==> config.mk <==
export PLATFORM = sky130hd
export DESIGN_NAME = angle_range_reducer
export DESIGN_NICKNAME = d
export VERILOG_FILES = /design/src/rtl/taylor_pkg.sv /design/src/rtl/angle_range_reducer.sv
export SDC_FILE = /design/constraint.sdc
export NUM_CORES = 1
export LEC_CHECK = 0
export ABC_CLOCK_PERIOD_IN_PS = 4000
export CAP_MARGIN = 20
export CORE_AREA = 2 2 106 108
export CTS_CLUSTER_DIAMETER = 150
export DETAILED_ROUTE_END_ITERATION = 8
export DIE_AREA = 0 0 108 110
export PLACE_DENSITY = 0.7
export SYNTH_ARGS = -nofsm -noshare
export SYNTH_HDL_FRONTEND = slang
export SYNTH_SLANG_ARGS = --single-unit
==> constraint.sdc <==
create_clock -name clock -period 4 [get_ports clock]
set_input_delay 0.4 -clock clock [delete_from_list [all_inputs] [get_ports clock]]
set_output_delay 0.4 -clock clock [all_outputs]
set_load 0.01 [all_outputs]
==> src/rtl/taylor_pkg.sv <==
// Shared fixed-point definitions for the cosine pipeline (angle reducer and Taylor series).
// Contents:
//   FXP_W / FXP_FRAC / RED_STEPS  angle format and reduction step count
//   fxp_t / ufxp_t                 signed and unsigned angle types
//   TWO_PI / PI / HALF_PI          angle constants scaled by 2^FXP_FRAC
//   state_t                        reducer FSM states
package taylor_pkg;

  localparam int unsigned FXP_W     = 24;
  localparam int unsigned FXP_FRAC  = 10;
  localparam int unsigned RED_STEPS = 11;

  typedef logic signed [FXP_W-1:0] fxp_t;
  typedef logic        [FXP_W-1:0] ufxp_t;

  // round(x * 1024), except HALF_PI which is floored so the fold never exceeds pi/2.
  localparam int unsigned TWO_PI  = 6434;
  localparam int unsigned PI      = 3217;
  localparam int unsigned HALF_PI = 1608;

  typedef enum logic [2:0] {
    StIdle,
    StAbs,
    StReduce,
    StFold2Pi,
    StFoldPi,
    StDone
  } state_t;

endpackage

==> src/rtl/angle_range_reducer.sv <==
// Folds a signed fixed-point angle into [0, HALF_PI] plus a flag telling the downstream stage
// to negate the cosine. Multi-cycle: abs, RED_STEPS shift-subtract steps, two folds, done.
// Ports:
//   clock       rising-edge clock
//   reset       synchronous, active-high
//   start       accept angle_in (sampled only when idle)
//   angle_in    signed angle, FXP_FRAC fractional bits
//   ready_out   one-cycle pulse, angle_out/negate_out valid
//   busy_out    high from accept through the ready_out cycle
//   angle_out   reduced angle, unsigned
//   negate_out  1 = cosine must be negated downstream
module angle_range_reducer
  import taylor_pkg::*;
(
  input  logic             clock,
  input  logic             reset,
  input  logic             start,
  input  logic [FXP_W-1:0] angle_in,
  output logic             ready_out,
  output logic             busy_out,
  output logic [FXP_W-1:0] angle_out,
  output logic             negate_out
);

  localparam int unsigned WorkW = FXP_W + 1;
  localparam int unsigned StepW = $clog2(RED_STEPS);

  typedef logic [WorkW-1:0] work_t;

  // Most negative input, sign-extended into the working width; its magnitude does not fit.
  localparam work_t MinNeg = {2'b11, {(FXP_W-1){1'b0}}};
  localparam work_t SatMax = {2'b00, {(FXP_W-1){1'b1}}};

  state_t           state_q, state_d;
  work_t            r_q, r_d;
  logic [StepW-1:0] step_q, step_d;
  logic             ready_q, ready_d;
  logic             busy_q, busy_d;
  logic [FXP_W-1:0] angle_q, angle_d;
  logic             neg_q, neg_d;

  work_t step_val;
  work_t op_a, op_b, diff, thresh;
  logic  hit;

  assign step_val = work_t'(TWO_PI) << step_q;

  // One subtractor and one comparator shared across every phase via operand muxing.
  always_comb begin
    op_a   = r_q;
    op_b   = step_val;
    thresh = work_t'(PI);
    unique case (state_q)
      StAbs: begin
        op_a = '0;
        op_b = r_q;
      end
      StFold2Pi: begin
        op_a   = work_t'(TWO_PI);
        op_b   = r_q;
        thresh = work_t'(PI);
      end
      StFoldPi: begin
        op_a   = work_t'(PI);
        op_b   = r_q;
        thresh = work_t'(HALF_PI);
      end
      default: ;
    endcase
  end

  assign diff = op_a - op_b;
  assign hit  = (state_q == StReduce) ? (r_q >= step_val) : (r_q > thresh);

  always_comb begin
    state_d = state_q;
    r_d     = r_q;
    step_d  = step_q;
    ready_d = 1'b0;
    busy_d  = busy_q;
    angle_d = angle_q;
    neg_d   = neg_q;
    unique case (state_q)
      StIdle: begin
        if (start) begin
          r_d     = {angle_in[FXP_W-1], angle_in};
          busy_d  = 1'b1;
          state_d = StAbs;
        end
      end
      StAbs: begin
        if (r_q == MinNeg) begin
          r_d = SatMax;
        end else if (r_q[WorkW-1]) begin
          r_d = diff;
        end
        step_d  = StepW'(RED_STEPS - 1);
        state_d = StReduce;
      end
      StReduce: begin
        if (hit) r_d = diff;
        if (step_q == '0) begin
          state_d = StFold2Pi;
        end else begin
          step_d = step_q - 1'b1;
        end
      end
      StFold2Pi: begin
        if (hit) r_d = diff;
        state_d = StFoldPi;
      end
      StFoldPi: begin
        // Result goes straight to the output registers so it is valid on entering DONE.
        angle_d = hit ? diff[FXP_W-1:0] : r_q[FXP_W-1:0];
        neg_d   = hit;
        ready_d = 1'b1;
        state_d = StDone;
      end
      StDone: begin
        busy_d  = 1'b0;
        state_d = StIdle;
      end
      default: begin
        busy_d  = 1'b0;
        state_d = StIdle;
      end
    endcase
  end

  always_ff @(posedge clock) begin
    if (reset) begin
      state_q <= StIdle;
      r_q     <= '0;
      step_q  <= '0;
      ready_q <= 1'b0;
      busy_q  <= 1'b0;
      angle_q <= '0;
      neg_q   <= 1'b0;
    end else begin
      state_q <= state_d;
      r_q     <= r_d;
      step_q  <= step_d;
      ready_q <= ready_d;
      busy_q  <= busy_d;
      angle_q <= angle_d;
      neg_q   <= neg_d;
    end
  end

  assign ready_out  = ready_q;
  assign busy_out   = busy_q;
  assign angle_out  = angle_q;
  assign negate_out = neg_q;

endmodule

==> key figures <==
Power and ir drop
  • Total power: 0.00440 W
  • Power Internal: 0.00213 W
  • Leakage power: 2.63 nW
  • Net Sw Power: 0.00227 W
  • Clk pwr share: 13.0%
  • Combinational cell fraction of total power: 67.4%
  • Sw Ratio: 51.5%
  • Worst IR drop on VDD: 282 uV
  • Sequential share of power: 19.6%
  • Power per cell area: 709 mW/mm^2

Yosys
  • Largest family of logic cells by synthesized area: compound AO/OA/AOI/OAI gates
  • Synth Warn #: 0
  • Synth Instances: 700
  • Yosys reg bits: 59
  • Post-Synth Adder-Cell Area: 14.5%
  • XOR/XNOR Fraction of Synth Area: 3.68%
  • Async SR Flop Fraction: 0%
  • Post-Syn Nets: 787
  • Top cell type's share of synthesized area: 22.5%
  • Cell Area, Synth: 0.00524 sq mm
  • Main synth FF type: dfxtp_1
  • Complex-gate fraction of the synthesized area: 30.1%
  • Post-Synth Simple-Gate Area: 20.9%
  • Cell taking the most area after synthesis: dfxtp_1
  • Most numerous cell in the Yosys netlist: nor2_1
  • Post-synth top cells: nor2_1, a21oi_1, o21ai_0
  • Sequential cell area fraction in the yosys report: 22.5%
  • Post-synthesis mux area share: 2.87%
  • Post-synth EDFFs: 0
  • Count of cell types in the netlist: 57
  • Average cell area after synthesis: 7.49 sq um
  • Synth top area cells: dfxtp_1, ha_1, a21oi_1

Clock network
  • Clk_lat worst skew: 0.34 ns
  • CTS tree: done
  • Postcts setup bufs: 0
  • Hold Buf Count CTS: 0
  • Num CTS Buffers: 9
  • CTS HTree Levels: 3
  • Root buf cell: clkbuf_8
  • Deepest clock path buffer count: 2
  • Clk slew on worst S/H paths: 0.08 ns
  • Sink Count: 59

Timing
  • Hold Vio Cnt, Final: 0
  • Fin crit share: 94.8%
  • Fmax: 0.264 GHz
  • Worst Skew: 0.0130 ns
  • Worst-Margin Slew: 0.644 ns
  • Min Tclk post-route: 3.79 ns
  • Slew headroom: 57.0%
  • Final setup fails: 0
  • Max Slew Vio Count: 0

Die
  • I/O pin count: 54
  • Die area: 0.0119 sq mm
  • # rows: 38
  • Die Y: 110 um
  • Core area: 0.0107 sq mm
  • Starting Density: 49.0%
  • Die W: 108 um

Placement
  • Final HPWL DP: 12.4 mm
  • I/O Buffers: 53
  • DP Cell Count: 871
  • Routability Congestion: 0.945

Setup path
  • Worst Path Max Fanout: 5
  • Critical path endpoint category: flop
  • CP Data Required Time: 4.23 ns
  • WP data arrival: 4.03 ns
  • WS Path Type: flop to flop
  • Startpoint types: flop

Global route
  • Vias in the first global route: 5,041
  • Largest net degree at the start of global routing: 42
  • First-pass GRT wire length: 26.3 mm
  • Antenna violations before repair: 0
  • GRT Total Usage: 28.3%
  • Grt total ovfl: 0

Run
  • Max_cap viols: 0

Cells and area
  • N_diodes: 0
  • Post-route insts no fill: 889
  • Multi-input gate area: 0.00383 sq mm
  • Nets: 831
  • Area delta synth->final: 18.5%
  • Register area: 0.00118 sq mm
  • Fillers: 1,001
  • Layout cells sized above 1: 9.08%

Route
  • Number of remaining DRC errors: 0
  • Vias post-DR: 5,498
  • Wire per inst: 18.6 um
  • ANT nets after route: 0
  • Post-Route WL: 16.6 mm
  • TritonRoute pass-1 iters: 5
  • Routed vias/inst: 6.18
  • 1st-iter DRT viols: 475

Hold path
  • Min-Delay Path Class: flop to flop

Run status
  • Status: finished, final reports clean
==> registers in the layout (all words and copies together), names as in the netlist <==
register    flops
state_q         3
r_q            25
ready_out       1
step_q          4
angle_out      24
busy_out        1
negate_out      1
==> power by group through the flow <==
| stage | logic, W | registers (W) | clock network [W] |
|---|---|---|---|
| floorplan | 0.00210 | 0.000792 | 0 |
| global placement | 0.00275 | 0.000862 | 0 |
| detailed placement | 0.00279 | 0.000865 | 0 |
| CTS | 0.00281 | 0.000854 | 0.000578 |
| global route | 0.00324 | 0.000876 | 0.000605 |
| finish | 0.00297 | 0.000864 | 0.000570 |
==> stage by stage <==
stage	hold WS [ns]	area [sq um]	worst slack, ns	TNS (ns)	utilization [%]
after global routing	0.487	6210	-0.00124	-0.00124	58.0
after detailed placement	0.457	5910	0.0895	0	55.3
after global placement	0.444	5910	0.224	0	55.3
after floorplan	0.476	5240	0.294	0	-
final	0.467	6210	0.206	0	58.0
after CTS	0.471	6110	0.0615	0	57.1
==> critical path, cell delays in order, from the launching register on <==
cell and delay [ns]:
dfxtp_1 0.40, inv_1 0.13, ha_1 0.32, nor2b_1 0.15, a211o_1 0.33, nor2_1 0.10
a21oi_1 0.06, ha_1 0.35, o21ai_0 0.18, a221oi_1 0.16, a211oi_1 0.29, o21ai_2 0.15
a31oi_2 0.32, o21ai_0 0.16, xor2_1 0.21, a221oi_2 0.29, nor2_1 0.08
==> metal layers <==
metal | vias to the layer above | global-route usage, % | share of wire [%]
li1 | 2650 | - | -
met1 | 2582 | 42.2 | 47
met2 | 246 | 42.2 | 44
met3 | 20 | 4.29 | 7.3
met4 | 0 | 7.78 | 1.7
met5 | - | 0 | 0
==> what timing repair did <==
item | 4_1_cts | 5_1_grt
gates resized for setup | 0 | 18
endpoints found under the setup margin | 0 | 35
endpoints found under the hold margin | 0 | 0
==> area by class of cell <==
| class | instances | share of cell area [%] |
|---|---|---|
| clock inverter | 7 | 1.23 |
| sequential | 59 | 19.0 |
| inverter | 24 | 1.45 |
| multi-input combinational | 576 | 61.7 |
| timing repair buffer | 74 | 11.7 |
| tap | 140 | 2.82 |
| clock buffer | 9 | 2.00 |
==> path summary, 6_finish.rpt <==
path | cells past startpoint | slack [ns] | end | startpoint
max | 16 | 0.21 | r_q[19]$_SDFFE_PP0P_ | step_q[0]$_SDFFE_PP0P_
min | 2 | 0.47 | angle_out[14]$_SDFFE_PP0P_ | angle_out[14]$_SDFFE_PP0P_
max reg2reg | 16 | 0.21 | r_q[19]$_SDFFE_PP0P_ | step_q[0]$_SDFFE_PP0P_
min reg2reg | 2 | 0.47 | angle_out[14]$_SDFFE_PP0P_ | angle_out[14]$_SDFFE_PP0P_
==> cell families after synthesis <==
group	Yosys count
adder cells (fa/ha/maj)	60
XOR/XNOR	22
AO/OA/AOI/OAI	247
AND/OR/NAND/NOR	232
buffers and inverters	65
multiplexers	15
flip-flops	59
==> cells in the final DEF (no fill, tap or decap), types with 6 or more instances in the layout <==
master / Yosys / layout
nor2_1: 87 / 85
a21oi_1: 82 / 80
o21ai_0: 76 / 70
ha_1: 59 / 59
dfxtp_1: 59 / 59
clkdlybuf4s50_1: 0 / 53
nand2_1: 51 / 51
inv_1: 24 / 24
and3_1: 19 / 19
buf_4: 2 / 18
nor3_1: 17 / 16
mux2i_1: 15 / 15
a221oi_1: 15 / 15
a21o_1: 13 / 13
nand2b_1: 12 / 12
xor2_1: 11 / 11
xnor2_1: 11 / 11
nand3_1: 10 / 10
a211oi_1: 10 / 9
a221oi_2: 9 / 9
clkbuf_8: 0 / 9
or2_2: 6 / 6
a22oi_1: 6 / 6
Note: power is estimated with default switching activity, not from simulation.
==> edit (same flow settings) <==
Re-encode `state_t` (6 states) as one-hot, 6 bits wide.
--- a/src/rtl/taylor_pkg.sv
+++ b/src/rtl/taylor_pkg.sv
@@ -18,13 +18,13 @@
   localparam int unsigned PI      = 3217;
   localparam int unsigned HALF_PI = 1608;
 
-  typedef enum logic [2:0] {
-    StIdle,
-    StAbs,
-    StReduce,
-    StFold2Pi,
-    StFoldPi,
-    StDone
+  typedef enum logic [5:0] {
+    StIdle    = 6'b000001,
+    StAbs     = 6'b000010,
+    StReduce  = 6'b000100,
+    StFold2Pi = 6'b001000,
+    StFoldPi  = 6'b010000,
+    StDone    = 6'b100000
   } state_t;
 
 endpackage
Behaviour: same outputs for any inputs over 10 cycles, from zero or initial values and one cycle with reset high; not proved beyond that.
==> edit against the unedited design <==
Total power shrank 16%. Clock power rose by 12%. Critical path depth is 2 lower. Sequential cell count is 3 higher. Final area rose by 9.4%. Synthesized area grew 8.2%. Critical endpoint is now r_q[24]$_SDFFE_PP0P_. Synthesized cell count up 5.6%. Routed wire length rose by 12%. Core utilization up 5.5 points. Setup slack got worse by 65 ps. Global-route usage rose by 2.6 points.
==> edit: results (changes against the unedited design) <==
Clock-cell share 3.15% (-0.074 points); Comb pwr share 59.9% (-7.5 points); worst slew pin tran 844 ps (+200 ps); nonclk inv count 11 (-54%); Worst Setup SP state_q[2]$_SDFFE_PP0P_; vias in the first global route 5640 (+12%); GPL Wtd Cong 0.896 (-5.2%); met1 usage in global routing 38.1% (-4.0 points); DR vias/cell 6.27 (+1.4%); final period utilization 96.5% (+1.6 points); first-pass GRT wire length 28500 um (+8.4%); synth cell count leaders nor2_1 (103), a21oi_1 (72), nand2_1 (72); clk pwr 0.636 mW (+12%); worst hold start angle_out[21]$_SDFFE_PP0P_; Signal buffers 89 (+20%); multi-input gate share of total cell area 63.0% (+1.2 points); Worst VDD drop 0.328 mV (+17%); R2R cell count 14 (-2); Area contributors post-synth dfxtp_1 (22%), ha_1 (13%), nor2_1 (6.8%), a21oi_1 (6.4%), a221oi_2 (5.6%); sequential-to-total area share from yosys stat 21.9% (-0.65 points); cell count after placement 915 (+5.1%); worst-skew pair later-pin latency 370 ps (+30 ps); met3 usage 4.47% (+0.18 points); XOR/XNOR share of the synthesized area 3.55% (-0.12 points); post-synth cell types 70 (+23%); met2 GRT Util 52.8% (+11 points); largest net degree at the start of global routing 45 (+7.1%); multi-input logic area 0.00428 sq mm (+12%); Synth Area in Compound Gates 26.1% (-4.0 points); non-clk buf share 12.4% (+0.67 points); Power Combinational 2.21 mW (-26%); Hold EP angle_out[21]$_SDFFE_PP0P_; Post-Synth Adder-Cell Area 13.4% (-1.1 points); Filler Cell Count 968 (-3.3%); Crit path arrival time 4130 ps (+100 ps); Seq cells 62 (+5.1%); Final #Nets 881 (+6.0%); Max Clock Skew 11.9 ps (-1.15 ps); status finished, final reports clean
[edit: cell count changes in the layout (fill, tap and decap cells not counted), moves of 6 or more]
cell,change
nor3_1,+16
o21ai_0,-51
a211oi_1,+9
a221oi_1,-13
nand3b_1,+9
nand3_1,+15
inv_1,-14
buf_4,+14
a221oi_2,+12
nor2_1,+17
a22oi_1,-6
nand2_1,+21
a21oi_1,-12
[edit: repair_timing]
| item | in CTS | in global routing |
|---|---|---|
| setup endpoints to repair | 1 | 43 |
| pin swaps | 0 | 9 |
| hold buffers | 0 | 0 |
| buffers inserted | 0 | 6 |
| resized for setup | 1 | 27 |
| gates cloned | 0 | 2 |
[edit: per-layer routing]
layer  vias to the layer above  share of wire, %
met5                         -                 0
met1                      2773                42
met2                       223                46
met4                         0               4.7
met3                        53               6.7
li1                       2840                 -
[edit: cell families after synthesis]
| family | Yosys count |
|---|---|
| simple gates | 314 |
| compound gates | 203 |
| flops | 62 |
| fa+ha+maj | 60 |
| buf+inv | 57 |
| xor+xnor | 23 |
| mux | 20 |
